### config.mk
export PLATFORM = sky130hd
export DESIGN_NAME = rram_wv_ctrl
export DESIGN_NICKNAME = d
export VERILOG_FILES = /design/src/rtl/rram_wv_ctrl.sv
export SDC_FILE = /design/constraint.sdc
export NUM_CORES = 1
export LEC_CHECK = 0
export BUFFER_PORTS_ARGS = -buffer_cell sky130_fd_sc_hd__buf_2
export CORE_UTILIZATION = 50
export CTS_CLUSTER_DIAMETER = 40
export CTS_CLUSTER_SIZE = 24
export DETAILED_ROUTE_END_ITERATION = 12
export PLACE_DENSITY = 0.9
export SLEW_MARGIN = 20
export SYNTH_ARGS = -nofsm -noshare
export SYNTH_HDL_FRONTEND = slang
export SYNTH_SLANG_ARGS = --single-unit
export TNS_END_PERCENT = 1
### constraint.sdc
create_clock -name mclk_i -period 2.5 [get_ports mclk_i]
set_input_delay 0.5 -clock mclk_i [delete_from_list [all_inputs] [get_ports mclk_i]]
set_output_delay 0.5 -clock mclk_i [all_outputs]
set_load 0.02 [all_outputs]
### src/rtl/rram_wv_ctrl.sv
// rtl/rram_wv_ctrl.sv - read / write-verify sequencer for the rram_1p3Mb macro; optional RRAM_CTRL_PULSE_CNT_EN adds pulse_cnt_o
module rram_wv_ctrl #(
  parameter int ADDR_BITS    = 17,
  parameter int WORD_SIZE    = 16,
  parameter int READ_REF_W   = 4,
  parameter int CLAMP_REF_W  = 4,
  parameter int READ_DAC_W   = 4,
  parameter int WL_DAC_W     = 4,
  parameter int BSL_DAC_W    = 4,
  parameter int SETUP_CYCLES = 4,
  parameter int PW_CYCLES    = 2,
  parameter int MAX_ATTEMPTS = 8,
  parameter int SA_TIMEOUT   = 16
) (
  input  logic                   mclk_i,
  input  logic                   rst_i,
  input  logic                   cmd_valid_i,
  output logic                   cmd_ready_o,
  input  logic                   cmd_op_i,
  input  logic [ADDR_BITS-1:0]   cmd_addr_i,
  input  logic [WORD_SIZE-1:0]   cmd_data_i,
  output logic                   rsp_valid_o,
  output logic [WORD_SIZE-1:0]   rsp_data_o,
  output logic [1:0]             rsp_status_o,
  input  logic [READ_REF_W-1:0]  read_ref_cfg_i,
  input  logic [CLAMP_REF_W-1:0] clamp_ref_cfg_i,
  input  logic [READ_DAC_W-1:0]  read_dac_cfg_i,
  input  logic [WL_DAC_W-1:0]    wl_dac_rd_cfg_i,
  input  logic [WL_DAC_W-1:0]    wl_dac_wr_cfg_i,
  input  logic [BSL_DAC_W-1:0]   bsl_dac_set_cfg_i,
  input  logic [BSL_DAC_W-1:0]   bsl_dac_rst_cfg_i,
  output logic [ADDR_BITS-1:0]   rram_addr_o,
  output logic [WORD_SIZE-1:0]   di_o,
  output logic                   set_rst_o,
  output logic                   we_o,
  output logic                   aclk_o,
  output logic                   wl_en_o,
  output logic                   bl_en_o,
  output logic                   sl_en_o,
  output logic                   bleed_en_o,
  output logic                   read_dac_en_o,
  output logic                   wl_dac_en_o,
  output logic                   bsl_dac_en_o,
  output logic                   sa_en_o,
  output logic                   sa_clk_o,
  output logic [READ_REF_W-1:0]  read_ref_o,
  output logic [CLAMP_REF_W-1:0] clamp_ref_o,
  output logic [READ_DAC_W-1:0]  read_dac_config_o,
  output logic [WL_DAC_W-1:0]    wl_dac_config_o,
  output logic [BSL_DAC_W-1:0]   bsl_dac_config_o,
  input  logic [WORD_SIZE-1:0]   sa_do_i,
  input  logic                   sa_rdy_i,
  output logic                   man_o
`ifdef RRAM_CTRL_PULSE_CNT_EN
  ,
  output logic [15:0]            pulse_cnt_o
`endif
);

  localparam int TMAX_SP = (SETUP_CYCLES > PW_CYCLES) ? SETUP_CYCLES : PW_CYCLES;
  localparam int TMAX    = (TMAX_SP > SA_TIMEOUT) ? TMAX_SP : SA_TIMEOUT;
  localparam int TMR_W   = $clog2(TMAX + 1);
  localparam int ATT_W   = $clog2(MAX_ATTEMPTS + 1);

  typedef enum logic [3:0] {
    S_IDLE, S_RD_SETUP, S_RD_SENSE, S_RD_WAIT, S_CHECK,
    S_WR_SETUP, S_WR_PULSE, S_WR_GAP, S_DONE
  } state_e;

  state_e               state_q, state_d;
  logic [TMR_W-1:0]     tmr_q, tmr_d;
  logic [ATT_W-1:0]     att_q, att_d;
  logic                 op_q, op_d;
  logic [ADDR_BITS-1:0] addr_q, addr_d;
  logic [WORD_SIZE-1:0] tgt_q, tgt_d;
  logic [WORD_SIZE-1:0] rd_q, rd_d;
  logic [WORD_SIZE-1:0] need_set_q, need_set_d;
  logic [WORD_SIZE-1:0] need_rst_q, need_rst_d;
  logic                 phase_set_q, phase_set_d;
  logic [1:0]           status_q, status_d;
  logic                 ready_q;
  logic [WORD_SIZE-1:0] set_mask, rst_mask;
  logic                 rd_phase, wr_phase;

  assign set_mask    = tgt_q & ~rd_q;
  assign rst_mask    = ~tgt_q & rd_q;
  assign cmd_ready_o = ready_q && (state_q == S_IDLE);

  always_ff @(posedge mclk_i) begin
    if (rst_i) begin
      state_q     <= S_IDLE;
      tmr_q       <= '0;
      att_q       <= '0;
      op_q        <= 1'b0;
      addr_q      <= '0;
      tgt_q       <= '0;
      rd_q        <= '0;
      need_set_q  <= '0;
      need_rst_q  <= '0;
      phase_set_q <= 1'b0;
      status_q    <= 2'd0;
      ready_q     <= 1'b0;
    end else begin
      state_q     <= state_d;
      tmr_q       <= tmr_d;
      att_q       <= att_d;
      op_q        <= op_d;
      addr_q      <= addr_d;
      tgt_q       <= tgt_d;
      rd_q        <= rd_d;
      need_set_q  <= need_set_d;
      need_rst_q  <= need_rst_d;
      phase_set_q <= phase_set_d;
      status_q    <= status_d;
      ready_q     <= 1'b1;
    end
  end

  always_comb begin
    state_d     = state_q;
    att_d       = att_q;
    op_d        = op_q;
    addr_d      = addr_q;
    tgt_d       = tgt_q;
    rd_d        = rd_q;
    need_set_d  = need_set_q;
    need_rst_d  = need_rst_q;
    phase_set_d = phase_set_q;
    status_d    = status_q;
    case (state_q)
      S_IDLE: begin
        if (cmd_valid_i && cmd_ready_o) begin
          op_d    = cmd_op_i;
          addr_d  = cmd_addr_i;
          tgt_d   = cmd_data_i;
          att_d   = '0;
          state_d = S_RD_SETUP;
        end
      end
      S_RD_SETUP: if (tmr_q == TMR_W'(SETUP_CYCLES - 1)) state_d = S_RD_SENSE;
      S_RD_SENSE: state_d = S_RD_WAIT;
      S_RD_WAIT: begin
        if (sa_rdy_i) begin
          rd_d    = sa_do_i;
          state_d = S_CHECK;
        end else if (tmr_q == TMR_W'(SA_TIMEOUT - 1)) begin
          status_d = 2'd2;
          state_d  = S_DONE;
        end
      end
      S_CHECK: begin
        need_set_d = set_mask;
        need_rst_d = rst_mask;
        if (!op_q || (set_mask == '0 && rst_mask == '0)) begin
          status_d = 2'd0;
          state_d  = S_DONE;
        end else if (att_q == ATT_W'(MAX_ATTEMPTS)) begin
          status_d = 2'd1;
          state_d  = S_DONE;
        end else begin
          att_d       = att_q + ATT_W'(1);
          phase_set_d = (set_mask != '0);
          state_d     = S_WR_SETUP;
        end
      end
      S_WR_SETUP: if (tmr_q == TMR_W'(SETUP_CYCLES - 1)) state_d = S_WR_PULSE;
      S_WR_PULSE: if (tmr_q == TMR_W'(PW_CYCLES - 1)) state_d = S_WR_GAP;
      S_WR_GAP: begin
        // A SET phase is chained straight into the RST phase of the same iteration.
        if (tmr_q == TMR_W'(SETUP_CYCLES - 1)) begin
          if (phase_set_q && need_rst_q != '0) begin
            phase_set_d = 1'b0;
            state_d     = S_WR_SETUP;
          end else begin
            state_d = S_RD_SETUP;
          end
        end
      end
      S_DONE: state_d = S_IDLE;
      default: state_d = S_IDLE;
    endcase
    tmr_d = (state_d != state_q || state_q == S_IDLE) ? '0 : tmr_q + TMR_W'(1);
  end

  assign rd_phase = (state_q == S_RD_SETUP) || (state_q == S_RD_SENSE) || (state_q == S_RD_WAIT);
  assign wr_phase = (state_q == S_WR_SETUP) || (state_q == S_WR_PULSE) || (state_q == S_WR_GAP);

  always_comb begin
    di_o              = '0;
    set_rst_o         = 1'b0;
    we_o              = 1'b0;
    aclk_o            = 1'b0;
    wl_en_o           = 1'b0;
    bl_en_o           = 1'b0;
    sl_en_o           = 1'b0;
    bleed_en_o        = 1'b0;
    read_dac_en_o     = 1'b0;
    wl_dac_en_o       = 1'b0;
    bsl_dac_en_o      = 1'b0;
    sa_en_o           = 1'b0;
    sa_clk_o          = 1'b0;
    read_ref_o        = '0;
    clamp_ref_o       = '0;
    read_dac_config_o = '0;
    wl_dac_config_o   = '0;
    bsl_dac_config_o  = '0;
    if (rd_phase) begin
      wl_en_o           = 1'b1;
      bl_en_o           = 1'b1;
      sl_en_o           = 1'b1;
      bleed_en_o        = 1'b1;
      read_dac_en_o     = 1'b1;
      wl_dac_en_o       = 1'b1;
      bsl_dac_en_o      = 1'b1;
      set_rst_o         = 1'b1;
      di_o              = '1;
      wl_dac_config_o   = wl_dac_rd_cfg_i;
      read_ref_o        = read_ref_cfg_i;
      clamp_ref_o       = clamp_ref_cfg_i;
      read_dac_config_o = read_dac_cfg_i;
      sa_en_o           = (state_q != S_RD_SETUP);
      sa_clk_o          = (state_q == S_RD_SENSE);
    end
    if (wr_phase) begin
      wl_en_o          = 1'b1;
      bl_en_o          = 1'b1;
      sl_en_o          = 1'b1;
      wl_dac_en_o      = 1'b1;
      bsl_dac_en_o     = 1'b1;
      wl_dac_config_o  = wl_dac_wr_cfg_i;
      set_rst_o        = phase_set_q;
      di_o             = phase_set_q ? need_set_q : ~need_rst_q;
      bsl_dac_config_o = phase_set_q ? bsl_dac_set_cfg_i : bsl_dac_rst_cfg_i;
      we_o             = (state_q == S_WR_PULSE);
      aclk_o           = (state_q == S_WR_PULSE);
    end
  end

  assign rram_addr_o  = addr_q;
  assign rsp_valid_o  = (state_q == S_DONE);
  assign rsp_data_o   = rd_q;
  assign rsp_status_o = status_q;
  assign man_o        = 1'b0;

`ifdef RRAM_CTRL_PULSE_CNT_EN
  logic [15:0] pulse_cnt_q;

  always_ff @(posedge mclk_i) begin
    if (rst_i) begin
      pulse_cnt_q <= '0;
    end else if (state_q == S_WR_SETUP && state_d == S_WR_PULSE && pulse_cnt_q != 16'hFFFF) begin
      pulse_cnt_q <= pulse_cnt_q + 16'd1;
    end
  end

  assign pulse_cnt_o = pulse_cnt_q;
`endif

endmodule
Yosys cells after proc, flatten, opt, wreduce, memory -nomap -nowiden
Index checks and enable logic that the tools add are counted.
Storage, ports and cells
  input port bits: 82
  bits in read-only memories: 0
  memory bits (writable): 0
  logic and storage cells: 108
  register bits after elaboration: 99
  memories: 0
  output and inout bits: 86
  bits in latches: 0
Cells by class
  multipliers: 0
  divide/modulo/power cells: 0
  add/subtract/negate cells: 2
  bitwise gates (word level): 5
  shift operators: 0
  mux-type cells: 42
  order comparisons: 0
  eq/ne operators: 22
  reductions and logical operators: 25
Operators with widths (count)
  $mux W4: 19
  $mux W16: 3
  $not A16 Y16: 3
  $and A16 B16 Y16: 2
  $logic_not A16 Y1: 2
  $pmux W4 S8: 1
  $reduce_bool A16 Y1: 2
  $eq A4 B3 Y1 const B: 4
  $ne A2 B2 Y1 const B: 6
  $mux W1: 11
  $eq A4 B2 Y1 const B: 2
  $eq A4 B4 Y1 const B: 2
  $mux W2: 4
  $pmux W4 S2: 1
  $reduce_and A4 Y1: 2
  $logic_or A1 B1 Y1: 6
  $reduce_bool A2 Y1: 3
  $add A5 B1 Y5 const B: 1
  $eq A5 B1 Y1 const B: 1
  $eq A5 B2 Y1 const B: 1
  $eq A5 B4 Y1 const B: 1
  $reduce_and A5 Y1: 1
  $add A4 B1 Y4 const B: 1
  $eq A4 B1 Y1 const B: 1
  12 further kinds: 16

Longest topological paths before layout
  depth after elaboration: 10
  gate-level depth with buffers: 9
  depth with buffers taken out: 9

Least setup slack after synthesis
Ideal clock, no wire load.
  kind: register to output
  start point: register state_q[0]
  end point: output port bsl_dac_en_o
  required time: 2.000 ns
  slack: 0.282 ns
  cell stages (with the launch flop): 8
  arrival time: 1.718 ns
  path buffers: 4
  cell sequence: dfxtp_1 -> buf_2 -> nor2_1 -> or2_2 -> clkbuf_1 -> clkbuf_1 -> inv_1 -> buf_4
Between the ends
  cells in the longest elaborated chain, start to end: 5
  elaborated cells on any way between the ends: 12
Ends and longest elaborated chain
  start: declaration: line 70  | state_e state_q, state_d;
  start signal: assignment: line 104  | state_q <= state_d;
  $eq A4 B1 Y1 / $eq A4 B2 Y1 (equally long branches): line 185  | assign rd_phase = (state_q == S_RD_SETUP) || (state_q == S_RD_SENSE) || (state_q == S_RD_WAIT);
  $logic_or A1 B1 Y1 (2 in a row): line 185
  $mux W1
  $mux W1 (*)
  end: declaration: line 43  | output logic bsl_dac_en_o,
Mark *: on every way between the ends. The rest lies on a longest branch, timed or not.

Worst setup path in the final report
  start point: register state_q[0]
  end point: output port di_o[3]
Between the ends
  cells in the longest elaborated chain, start to end: 5
  elaborated cells on any way between the ends: 12
Ends and longest elaborated chain
  $eq A4 B1 Y1 / $eq A4 B2 Y1 (equally long branches): line 185
  $logic_or A1 B1 Y1 (2 in a row): line 185
  $mux W16: line 207  | if (rd_phase) begin
  $mux W16 (*): line 224  | if (wr_phase) begin
  end: declaration: line 33  | output logic [WORD_SIZE-1:0] di_o,
Marked as above.

==> results.md <==
* Fmax at 413.8 MHz
* Clock power frac at 33.9%
* GRT Overall Usage at 27.15%
* CTS Root Cell: clkbuf_8
* Clock sink count at 99
* Reg power frac at 53.5%
* Crit end category: output pin
* Post-Syn Area per Cell at 7.420 µm²
* Slew Limit Fails at 0
* Main synth FF type: dfxtp_1
* Slew margin rel. at 51.23%
* Fin crit share at 96.65%
* Global route overflow at 0
* Die height at 97.53 µm
* RSZ-0062 raised after global routing: no
* DP HPWL at 9530 µm
* Wire per inst at 14.82 µm
* Proportion of layout cells with a drive suffix above 1 at 26.34%
* Post-synthesis sequential area ratio at 43.43%
* Family with the most delay on the worst path: simple AND/OR/NAND/NOR gates
* Clock buffer depth at 2
* Pint at 2.250 mW
* Initial antenna violation count at 0
* H-tree depth at 3
* Initial drt markers at 427
* Crit. Startpoint: state_q[0]
* Ports at 168
* Routed Antenna Nets at 0
* Min cycle time layout at 2.416 ns
* Reg2reg setup slack at 0.18 ns
* CP bufs+invs at 1
* Post-synth EDFFs at 0
* Crit path DAT at 1.92 ns
* # diodes at 0
* Total negative slack at 0 ns
* Vias in the first global route at 4441
* Placement Rows at 34
* PortBufs at 166
* Largest net degree at the start of global routing at 72
* Worst hold path class: input pin to register
* Post-DP Area at 5434 µm²
* Final hold vios at 0
* Clock transition at path regs at 0.09 ns
* CTS Buf Count at 9
* Post-CTS Setup Bufs at 0
* CTS tree: built
* Drt via density at 5.518
* FF+latch count, synth at 99
* Power Density at 540.1 nW/µm²
* Syn Nets at 702
* DRC viols at 0
* Clk_skew at 0.01177 ns
* Crit Path Class: register to output pin
* Final Instance Area at 5638 µm²
* P_sw at 0.7944 mW
* Combinational group share of total power at 12.6%
* Crit-path cells: nor2_1 -> or2_2 -> a21oi_1 -> buf_2
* Max rail drop VDD at 0.3842 mV
* Pre-antenna DRT Iters at 5
* Worst EP required at 2.00 ns
* Critical path startpoint category: register
* Least-Margin Pin Slew at 0.7298 ns
* Run status: finished clean
* Number of stages on the worst setup path at 4
* Most frequent cells in the layout: 166 x buf_2, 149 x nand2_1, 119 x a21oi_1
* Clock latency on the worst-skew pair at 0.36 ns
* Initial Utilization at 52.07%
* Max stage delay cell, worst path: dfxtp_1
* R2r worst-path depth at 9
* Area growth syn-to-layout at 23.55%
* Crit Reg-Reg Endpoint: tmr_q[1]
* Post-synth ARST share at 0%
* Area of the core at 8763 µm²
* Leak pwr at 2.456 nW
* Routed vias at 4806
* YS warnings at 0
* Final setup fails at 0
* Sw Share at 26.09%
* Crit-path max cell delay at 0.56 ns
* CP max FO at 18
* Crit Reg-Reg Startpoint: tmr_q[0]
* Die width at 97.53 µm
* DIE AREA at 9512 µm²
* Worst Setup EP: di_o[3]
* Mapped Cells at 615
* Yosys cell types at 49
* Min Hold Slack at 0.3685 ns
* Hold-fix buffers, CTS at 0
* Max_cap viols at 0
* Final wirelength at 12910 µm
* Layout Nets at 845
* Cell Area, Synth at 4563 µm²
* First-pass GRT wire length at 20950 µm
* Most common cell after layout, fill and taps aside: buf_2
* Post-CTS sizing at 0
* Placer Congestion at 0.9746
## registers in the layout, indices dropped and copies added (netlist names), 2 cells and up
register,cells
rram_addr_o,17
need_rst_q,16
need_set_q,16
rsp_data_o,16
tgt_q,16
tmr_q,5
att_q,4
state_q,4
rsp_status_o,2
## metrics by stage
| stage | cells | worst slack (ns) | util (%) | total power [mW] |
|---|---|---|---|---|
| CTS | 871 | 0.08457 | 64.33 | 3.057 |
| global placement | 855 | 0.4660 | 62.01 | 2.035 |
| detailed placement | 855 | 0.2742 | 62.01 | 2.048 |
| global route | 871 | 0.004902 | 64.33 | 3.155 |
| floorplan | 615 | 0.2819 | - | 1.896 |
| finish | 871 | 0.08366 | 64.33 | 3.045 |
## kinds of logic after synthesis
logic type / after synthesis / synth area share (%)
compound gates: 138 / 16.31
flops: 99 / 43.43
fa+ha+maj: 5 / 1.371
buf+inv: 55 / 5.182
simple gates: 306 / 31.26
xor+xnor: 4 / 0.7679
mux: 7 / 1.590
other cells: 1 / 0.08218
## power groups by stage
stage                     combinational [mW]  sequential, mW  clock (mW)
after floorplan                        0.223            1.67           0
after global placement                 0.374            1.66           0
after detailed placement               0.384            1.66           0
after CTS                              0.386            1.63        1.04
after global routing                   0.417            1.63        1.11
final                                  0.385            1.63        1.03
## synth_stat cells (3+ instances only)
cell | instances | area [µm²]
nand2_1 | 149 | 559.3
a21oi_1 | 119 | 595.6
dfxtp_1 | 99 | 1982
nor2_1 | 66 | 247.7
clkbuf_1 | 30 | 112.6
nand2b_1 | 17 | 106.4
nor2b_1 | 17 | 106.4
and2_1 | 16 | 100.1
inv_1 | 11 | 41.29
nor3_1 | 8 | 40.04
buf_4 | 7 | 52.55
nor4_1 | 7 | 43.79
ha_1 | 5 | 62.56
mux2i_1 | 5 | 50.05
a22o_1 | 4 | 35.03
buf_1 | 4 | 15.01
nand4_1 | 4 | 25.02
or3_1 | 4 | 25.02
buf_2 | 3 | 15.01
nor4b_2 | 3 | 45.04
o21ai_0 | 3 | 15.01
xnor2_1 | 3 | 26.28
## how the worst min path moves through the flow
| stage | from | endpoint | slack [ns] | cells past startpoint |
|---|---|---|---|---|
| after global placement | rram_addr_o[2] | rram_addr_o[2] | 0.44 | 2 |
| after floorplan | op_q | op_q | 0.44 | 2 |
| after detailed placement | rram_addr_o[2] | rram_addr_o[2] | 0.45 | 2 |
| final | sa_do_i[9] | rsp_data_o[9] | 0.37 | 3 |
| after CTS | sa_do_i[9] | rsp_data_o[9] | 0.36 | 3 |
| after global routing | sa_do_i[0] | rsp_data_o[0] | 0.37 | 3 |
## per-layer routing
layer  part of all wire [%]  wire length, µm  GRT usage, %
met4                    3.0              383         12.33
met3                    8.7             1126         6.331
met2                     47             6126         44.59
met5                      0                0             0
met1                     41             5271         33.76
## layout make-up
cell class / instances / area (µm²)
Fill cell: 724 / 3126
Multi-Input combinational cell: 461 / 2345
Inverter: 11 / 41.29
Clock buffer: 11 / 141.4
Clock inverter: 5 / 62.56
Sequential cell: 99 / 1982
Tap cell: 108 / 135.1
Timing Repair Buffer: 176 / 930.9
## worst reg2reg max path, cell delays in order, from the launching register on
cell and delay [ns]:
dfxtp_1 0.43, ha_1 0.27, and3_1 0.19, ha_1 0.18, nor2_1 0.05, nand2_1 0.10, o311ai_1 0.17, or3_1 0.37
a2bb2oi_2 0.19, nor4b_2 0.28
No activity file was read; power rests on OpenSTA's default activity.
